[src/rtl/ref_arb.sv]
// Refresh arbiter: waits for the in-flight transfer, then issues PRECHARGE-ALL and
// AUTO REFRESH with tRP/tRFC spacing, and acknowledges the refresh counter with clr_ref.
module ref_arb #(
    parameter int T_RP     = 3,
    parameter int T_RFC    = 7,
    parameter int LATE_MAX = 64,
    parameter int CNT_W    = 8
) (
    input  logic       Clk,
    input  logic       Reset,
    input  logic       auto_ref,
    input  logic       p_auto_ref,
    input  logic       xfer_busy,
    output logic       hold_off,
    output logic       ref_busy,
    output logic       clr_ref,
    output logic       sd_cs_n,
    output logic       sd_ras_n,
    output logic       sd_cas_n,
    output logic       sd_we_n,
    output logic       sd_a10,
    output logic       ref_late,
    output logic [2:0] dbg_state
);

    localparam logic [2:0] S_IDLE     = 3'd0;
    localparam logic [2:0] S_PRE      = 3'd1;
    localparam logic [2:0] S_WAIT_RP  = 3'd2;
    localparam logic [2:0] S_AREF     = 3'd3;
    localparam logic [2:0] S_WAIT_RFC = 3'd4;
    localparam logic [2:0] S_DONE     = 3'd5;

    localparam logic [CNT_W-1:0] RP_LOAD  = CNT_W'(T_RP - 1);
    localparam logic [CNT_W-1:0] RFC_LOAD = CNT_W'(T_RFC - 1);
    localparam logic [CNT_W-1:0] LATE_LIM = CNT_W'(LATE_MAX);
    localparam logic [CNT_W-1:0] ONE      = CNT_W'(1);

    // Command bus order: {cs_n, ras_n, cas_n, we_n, a10}
    localparam logic [4:0] CMD_NOP  = 5'b01110;
    localparam logic [4:0] CMD_PRE  = 5'b00101;
    localparam logic [4:0] CMD_AREF = 5'b00010;

    logic [2:0]       state;
    logic [2:0]       state_nxt;
    logic [CNT_W-1:0] wait_cnt;
    logic [CNT_W-1:0] wait_nxt;
    logic [CNT_W-1:0] late_cnt;
    logic [CNT_W-1:0] late_nxt;
    logic [4:0]       cmd_q;
    logic [4:0]       cmd_nxt;
    logic             clr_nxt;
    logic             late_hit;

    // Handshake: auto_ref is a level request held by the counter; clr_ref is the
    // one-cycle acknowledge in DONE, after which the counter drops auto_ref.
    always_comb begin
        state_nxt = state;
        wait_nxt  = wait_cnt;
        case (state)
            S_IDLE: begin
                if (auto_ref && !xfer_busy) begin
                    state_nxt = S_PRE;
                end
            end
            S_PRE: begin
                if (RP_LOAD == '0) begin
                    state_nxt = S_AREF;
                end else begin
                    state_nxt = S_WAIT_RP;
                    wait_nxt  = RP_LOAD;
                end
            end
            S_WAIT_RP: begin
                if (wait_cnt <= ONE) begin
                    state_nxt = S_AREF;
                    wait_nxt  = '0;
                end else begin
                    wait_nxt = wait_cnt - ONE;
                end
            end
            S_AREF: begin
                if (RFC_LOAD == '0) begin
                    state_nxt = S_DONE;
                end else begin
                    state_nxt = S_WAIT_RFC;
                    wait_nxt  = RFC_LOAD;
                end
            end
            S_WAIT_RFC: begin
                if (wait_cnt <= ONE) begin
                    state_nxt = S_DONE;
                    wait_nxt  = '0;
                end else begin
                    wait_nxt = wait_cnt - ONE;
                end
            end
            S_DONE: begin
                state_nxt = S_IDLE;
            end
            default: begin
                state_nxt = S_IDLE;
                wait_nxt  = '0;
            end
        endcase
    end

    // Lateness only accrues while a due refresh is blocked by a transfer.
    always_comb begin
        late_nxt = late_cnt;
        if (state == S_IDLE) begin
            if (state_nxt == S_PRE) begin
                late_nxt = '0;
            end else if (auto_ref && xfer_busy && (late_cnt != LATE_LIM)) begin
                late_nxt = late_cnt + ONE;
            end
        end
        late_hit = (late_nxt == LATE_LIM);
    end

    // Outputs are decoded from the next state so they line up with the state register.
    always_comb begin
        cmd_nxt = CMD_NOP;
        case (state_nxt)
            S_PRE:   cmd_nxt = CMD_PRE;
            S_AREF:  cmd_nxt = CMD_AREF;
            default: cmd_nxt = CMD_NOP;
        endcase
        clr_nxt = (state_nxt == S_DONE);
    end

    always_ff @(posedge Clk or negedge Reset) begin
        if (!Reset) begin
            state    <= S_IDLE;
            wait_cnt <= '0;
            late_cnt <= '0;
            ref_late <= 1'b0;
            cmd_q    <= CMD_NOP;
            clr_ref  <= 1'b0;
        end else begin
            state    <= state_nxt;
            wait_cnt <= wait_nxt;
            late_cnt <= late_nxt;
            ref_late <= ref_late | late_hit;
            cmd_q    <= cmd_nxt;
            clr_ref  <= clr_nxt;
        end
    end

    assign ref_busy  = (state != S_IDLE);
    assign hold_off  = p_auto_ref | auto_ref | ref_busy;
    assign dbg_state = state;
    assign {sd_cs_n, sd_ras_n, sd_cas_n, sd_we_n, sd_a10} = cmd_q;

endmodule
[config.mk]
export PLATFORM = sky130hd
export DESIGN_NAME = ref_arb
export DESIGN_NICKNAME = d
export VERILOG_FILES = /design/src/rtl/ref_arb.sv
export SDC_FILE = /design/constraint.sdc
export NUM_CORES = 1
export LEC_CHECK = 0
export ABC_CLOCK_PERIOD_IN_PS = 3350
export CAP_MARGIN = 5
export CORE_ASPECT_RATIO = 0.6
export CORE_MARGIN = 2
export CORE_UTILIZATION = 58
export CTS_CLUSTER_DIAMETER = 40
export DETAILED_ROUTE_END_ITERATION = 16
export PLACE_DENSITY = 0.93
export SKIP_CTS_REPAIR_TIMING = 1
export SYNTH_ARGS = -nofsm -noshare
export SYNTH_HDL_FRONTEND = slang
export SYNTH_SLANG_ARGS = --single-unit
[constraint.sdc]
create_clock -name Clk -period 3.35 [get_ports Clk]
set_clock_uncertainty 0.15 [all_clocks]
set_input_delay 0.67 -clock Clk [delete_from_list [all_inputs] [get_ports Clk]]
set_output_delay 0.67 -clock Clk [all_outputs]
set_load 0.02 [all_outputs]
# [Word-level counts from Yosys, hierarchy flattened]
# Cells that the tools add are included.
[classes] add_sub_neg=2 n_shift=0 n_bitwise=3 n_mux=10 n_reduce_logical=8 multipliers=0 div=0 n_lt_le_gt_ge=1 eq_ne=10
[op_table] cell="$mux 8" count=4
[op_table] cell="$pmux 8 s4" count=1
[op_table] cell="$pmux 3 s5" count=1
[op_table] cell="$eq 3x2->1 const B" count=3
[op_table] cell="$eq 3x3->1 const B" count=3
[op_table] cell="$mux 3" count=3
[op_table] cell="$add 8x1->8 const B" count=1
[op_table] cell="$eq 8x7->1 const B" count=1
[op_table] cell="$le 8x1->1 const B" count=1
[op_table] cell="$ne 8x7->1 const B" count=1
[op_table] cell="$pmux 4 s2" count=1
[op_table] cell="$sub 8x1->8 const B" count=1
[op_table] cell="$eq 3x1->1 const B" count=2
[op_table] cell="$reduce_or 2->1" count=2
[op_table] cell="$logic_and 1x1->1" count=3
[op_table] cell="$logic_not 3->1" count=1
[op_table] cell="$or 1x1->1" count=3
[op_table] cell="$reduce_bool 3->1" count=1
[op_table] cell="$logic_not 1->1" count=1
[totals] n_memories=0 register_bits=26 output_inout_bits=12 romBits=0 latch_bits=0 ramBits=0 word_cells=40 inputBits=5

# [Longest topological paths before layout]
[logic_depth] ltp_word=9 ltp_mapped=7 depth_no_buf=7

# [Worst setup path after synthesis]
# OpenSTA, ideal clock, no wires.
[synth_path] path_type="reg-to-reg" start="register state[0] (netlist: dbg_state[0])" end="register ref_late" n_path_buf=2 required_ns=3.134 slack_ns=1.032 period_less_slack_ns=2.318 arrival_time_ns=2.102 setup_time_ns=0.066 path_stages_with_launch=8 cell_sequence="dfrtp_1 > buf_6 > or4b_4 > buf_6 > nor4b_4 > nand4_1 > a211oi_1 > a41o_1"
[synth_between] elab_chain_len=7 elab_cells_between_ends=14 cone_classes="eq/ne (6); mux (6); bitwise (1); reduce/logical (1)"
[synth_rtl] item="start: declaration" line_no="43" rtl="logic [2:0] state;"
[synth_rtl] item="start signal: assignment" line_no="140" rtl="state <= state_nxt;"
[synth_rtl] item="$eq 3x3->1, or another cell as far along" line_no="59" rtl="case (state)"
[synth_rtl] item="$pmux 3 s5" line_no="59"
[synth_rtl] item="$eq 3x1->1" line_no="111" rtl="if (state_nxt == S_PRE) begin"
[synth_rtl] item="$mux 8" line_no="111"
[synth_rtl] item="$mux 8 (*)" line_no="110" rtl="if (state == S_IDLE) begin"
[synth_rtl] item="$eq 8x7->1 (*)" line_no="117" rtl="late_hit = (late_nxt == LATE_LIM);"
[synth_rtl] item="$or 1x1->1 (*)" line_no="143" rtl="ref_late <= ref_late | late_hit;"
[synth_rtl] item="end signal: assignment" line_no="143"
[synth_rtl] item="end: declaration" line_no="22" rtl="output logic ref_late,"
# Every way passes the cells marked *; elsewhere a longest branch is shown, timed or not.
# A chain may end at the register's enable or synchronous reset.

# [Worst setup path after layout]
[layout_path] start="input auto_ref" end="output hold_off"
[layout_between] elab_chain_len=2
[layout_rtl] item="start: declaration" line_no="11" rtl="input logic auto_ref,"
[layout_rtl] item="$or 1x1->1 (2 in a row)" line_no="150" rtl="assign hold_off = p_auto_ref | auto_ref | ref_busy;"
[layout_rtl] item="end: declaration" line_no="14" rtl="output logic hold_off,"
# Every way passes these cells.

==> impl_metrics.csv <==
group,metric,value,unit
run_status,outcome,"finished clean",
floorplanning,die_h,42.0,um
worst_setup_path,endpoint_kind,"output port",
grt,antenna_found_initial,0,
cells_and_area,drive_gt1_share,9.82,%
power_and_ir_drop,peakVddDrop,0.630,mV
route,via_count,1208,
route,firstDrtPassIters,5,
logic_synthesis,seq_area_frac_synth,45.0,%
route,drc,0,
worst_setup_path,crit_required,2.53,ns
logic_synthesis,ys_warn_count,0,
floorplanning,core,2230,um2
placement,pre_cts_ws,0.472,ns
cells_and_area,stdcell_area,1610,um2
timing,fin_ws,0.516,ns
logic_synthesis,synth-seq-cells,25,
worst_setup_path,arrival,2.01,ns
clock_tree,clk_latency,0.27,ns
worst_setup_path,crit_type,"in -> out",
floorplanning,fp.dieW,67.4,um
placement,io_buffer_count,15,
floorplanning,ios,17,
timing,period_share,84.6,%
timing,setup_viol,0,
logic_synthesis,synth_cells,147,
timing,fin_crit,2.83,ns
logic_synthesis,synth_edf_count,0,
power_and_ir_drop,pwr_density_cell,956,nW/um2
route,wire_per_inst,15.9,um
timing,max_freq,353,MHz
logic_synthesis,avgSynthCellArea,9.51,um2
grt,grt_max_degree,26,
route,via_per_inst,6.26,
placement,hpwlAfterDp,2300,um
grt,grt_overflow,0,
clock_tree,cts_buffer_depth,2,
timing,slew_viol_final,0,
worst_setup_path,reg2reg_slack,0.58,ns
hold_path,min_path_cells,1,
clock_tree,cts_tree,"done",
hold_path,hp-class,"reg -> reg",
power_and_ir_drop,power.leakage,0.709,nW
floorplanning,fp-row-count,13,
cells_and_area,diodes,0,
logic_synthesis,synthFlopType,"dfrtp_1",
worst_setup_path,r2r-end,"ref_late",
timing,worst_pin_slew,0.885,ns
timing,hold_viol_final,0,
route,drt-initial-drc-count,139,
cells_and_area,area_growth,14.9,%
worst_setup_path,critPathLaunchType,"primary input",
hold_path,hold_end,"ref_late",
placement,finalWeightedCongestion,0.968,
worst_setup_path,r2r-start,"late_cnt[0]",
worst_setup_path,ff2ff_path_depth,7,
clock_tree,cts_sinks,25,
clock_tree,h-tree-depth,1,
route,drtAntennaViolNets,0,
floorplanning,start_util,62.7,%
logic_synthesis,ys_types,46,
grt,grt_usage,25.7,%
clock_tree,path_clk_slew,0.08,ns
grt,grt_pass1_wl,5350,um
grt,grt_pass1_vias,1084,
clock_tree,cts-root-buf,"clkbuf_8",
floorplanning,die_area,2830,um2
timing,whs,0.322,ns
worst_setup_path,path_max_fanout,3,
cells_and_area,fin_nets,173,
timing,slew_headroom,40.1,%
timing,tns,0,ns
logic_synthesis,netlist_area,1400,um2
hold_path,hp-start,"ref_late",
run,cap_violations,0,
clock_tree,numCtsBuffers,3,
logic_synthesis,synth_nets,156,
logic_synthesis,async_flop_share,100,%
timing,rsz0062_at_grt,"no",
placement,dpl_cell_area,1560,um2
power_and_ir_drop,power.total,1.54,mW
route,drt-total-wl,3070,um
## cells by family after synthesis
logic type      after synthesis  synth area share (%)
fa+ha+maj                     4                  3.58
buf+inv                      16                  5.82
flops                        25                  45.0
simple gates                 60                  24.2
other cells                   1                 0.268
mux                           3                  2.15
xor+xnor                      5                  3.13
compound gates               33                  15.8
## cells in the mapped netlist, types with 2 or more instances
| cell type | instances | area, um2 |
|---|---|---|
| dfstp_2 | 3 | 78.8 |
| inv_1 | 11 | 41.3 |
| nor2_1 | 15 | 56.3 |
| nor3_1 | 5 | 25.0 |
| or3b_2 | 2 | 17.5 |
| nand2_1 | 10 | 37.5 |
| o41ai_1 | 2 | 17.5 |
| and3_1 | 2 | 12.5 |
| ha_1 | 4 | 50.1 |
| xnor2_1 | 4 | 35.0 |
| o22ai_1 | 2 | 12.5 |
| nand2b_1 | 3 | 18.8 |
| a31oi_1 | 2 | 12.5 |
| mux2i_1 | 3 | 30.0 |
| or3_1 | 3 | 18.8 |
| a21oi_1 | 2 | 10.0 |
| buf_2 | 2 | 10.0 |
| buf_6 | 2 | 22.5 |
| o32ai_1 | 2 | 17.5 |
| and2_1 | 3 | 18.8 |
| a22oi_1 | 2 | 15.0 |
| nand3_1 | 6 | 30.0 |
| o21ai_0 | 13 | 65.1 |
| dfrtp_1 | 22 | 551 |
## power by group
part,switching [mW],internal [mW],total (mW)
logic,0.451,0.338,0.789
registers,0.148,0.422,0.571
clock network,0.0900,0.0850,0.175
## critical path: stages
cell and delay [ns]:
clkdlybuf4s50_1 0.43, or3_1 0.37, clkdlybuf4s50_1 0.54
## worst max path at each step
| stage | start | end | slack [ns] | depth (start not counted) |
|---|---|---|---|---|
| CTS | auto_ref | hold_off | 0.51 | 3 |
| floorplan | dbg_state[0] | ref_late | 1.03 | 7 |
| detailed placement | auto_ref | ref_late | 0.47 | 6 |
| finish | auto_ref | hold_off | 0.52 | 3 |
| global placement | auto_ref | hold_off | 0.53 | 3 |
| global route | dbg_state[2] | hold_off | 0.37 | 4 |
## cells in the final DEF, fill, tap and decap left out, types with 3 or more instances in the layout
cell	synthesis	final
dfrtp_1	22	22
nor2_1	15	15
clkdlybuf4s50_1	0	15
o21ai_0	13	13
inv_1	11	11
nand2_1	10	10
nand3_1	6	6
nor3_1	5	5
xnor2_1	4	4
ha_1	4	4
or3_1	3	3
and2_1	3	3
mux2i_1	3	3
nand2b_1	3	3
clkbuf_8	0	3
dfstp_2	3	3
## per-stage QoR
stage,util [%],instances
2_1_floorplan,-,147
3_3_place_gp,70.0,189
3_5_place_dp,70.0,189
4_1_cts,72.0,193
5_1_grt,72.0,193
6_report,72.0,193
## flip-flops by register name, summed over array words and instances (netlist names)
name,count
wait_cnt,8
ref_late,1
late_cnt,8
cmd_q,4
dbg_state,3
clr_ref,1
## cell type report
class | count | area (um2)
sequential | 25 | 629
tap | 30 | 37.5
clock buffer | 4 | 45.0
inverter | 11 | 41.3
fill | 151 | 623
multi-input combinational | 106 | 687
timing repair buffer | 17 | 165
## routing by layer
metal | track usage, % | vias to the layer above | wire length, um
met3 | 7.80 | 7 | 284
li1 | - | 556 | -
met1 | 40.1 | 577 | 1390
met2 | 35.4 | 68 | 1350
met4 | 4.49 | 0 | 38
met5 | 0 | - | 0
Note: power is estimated with default switching activity, not from simulation.
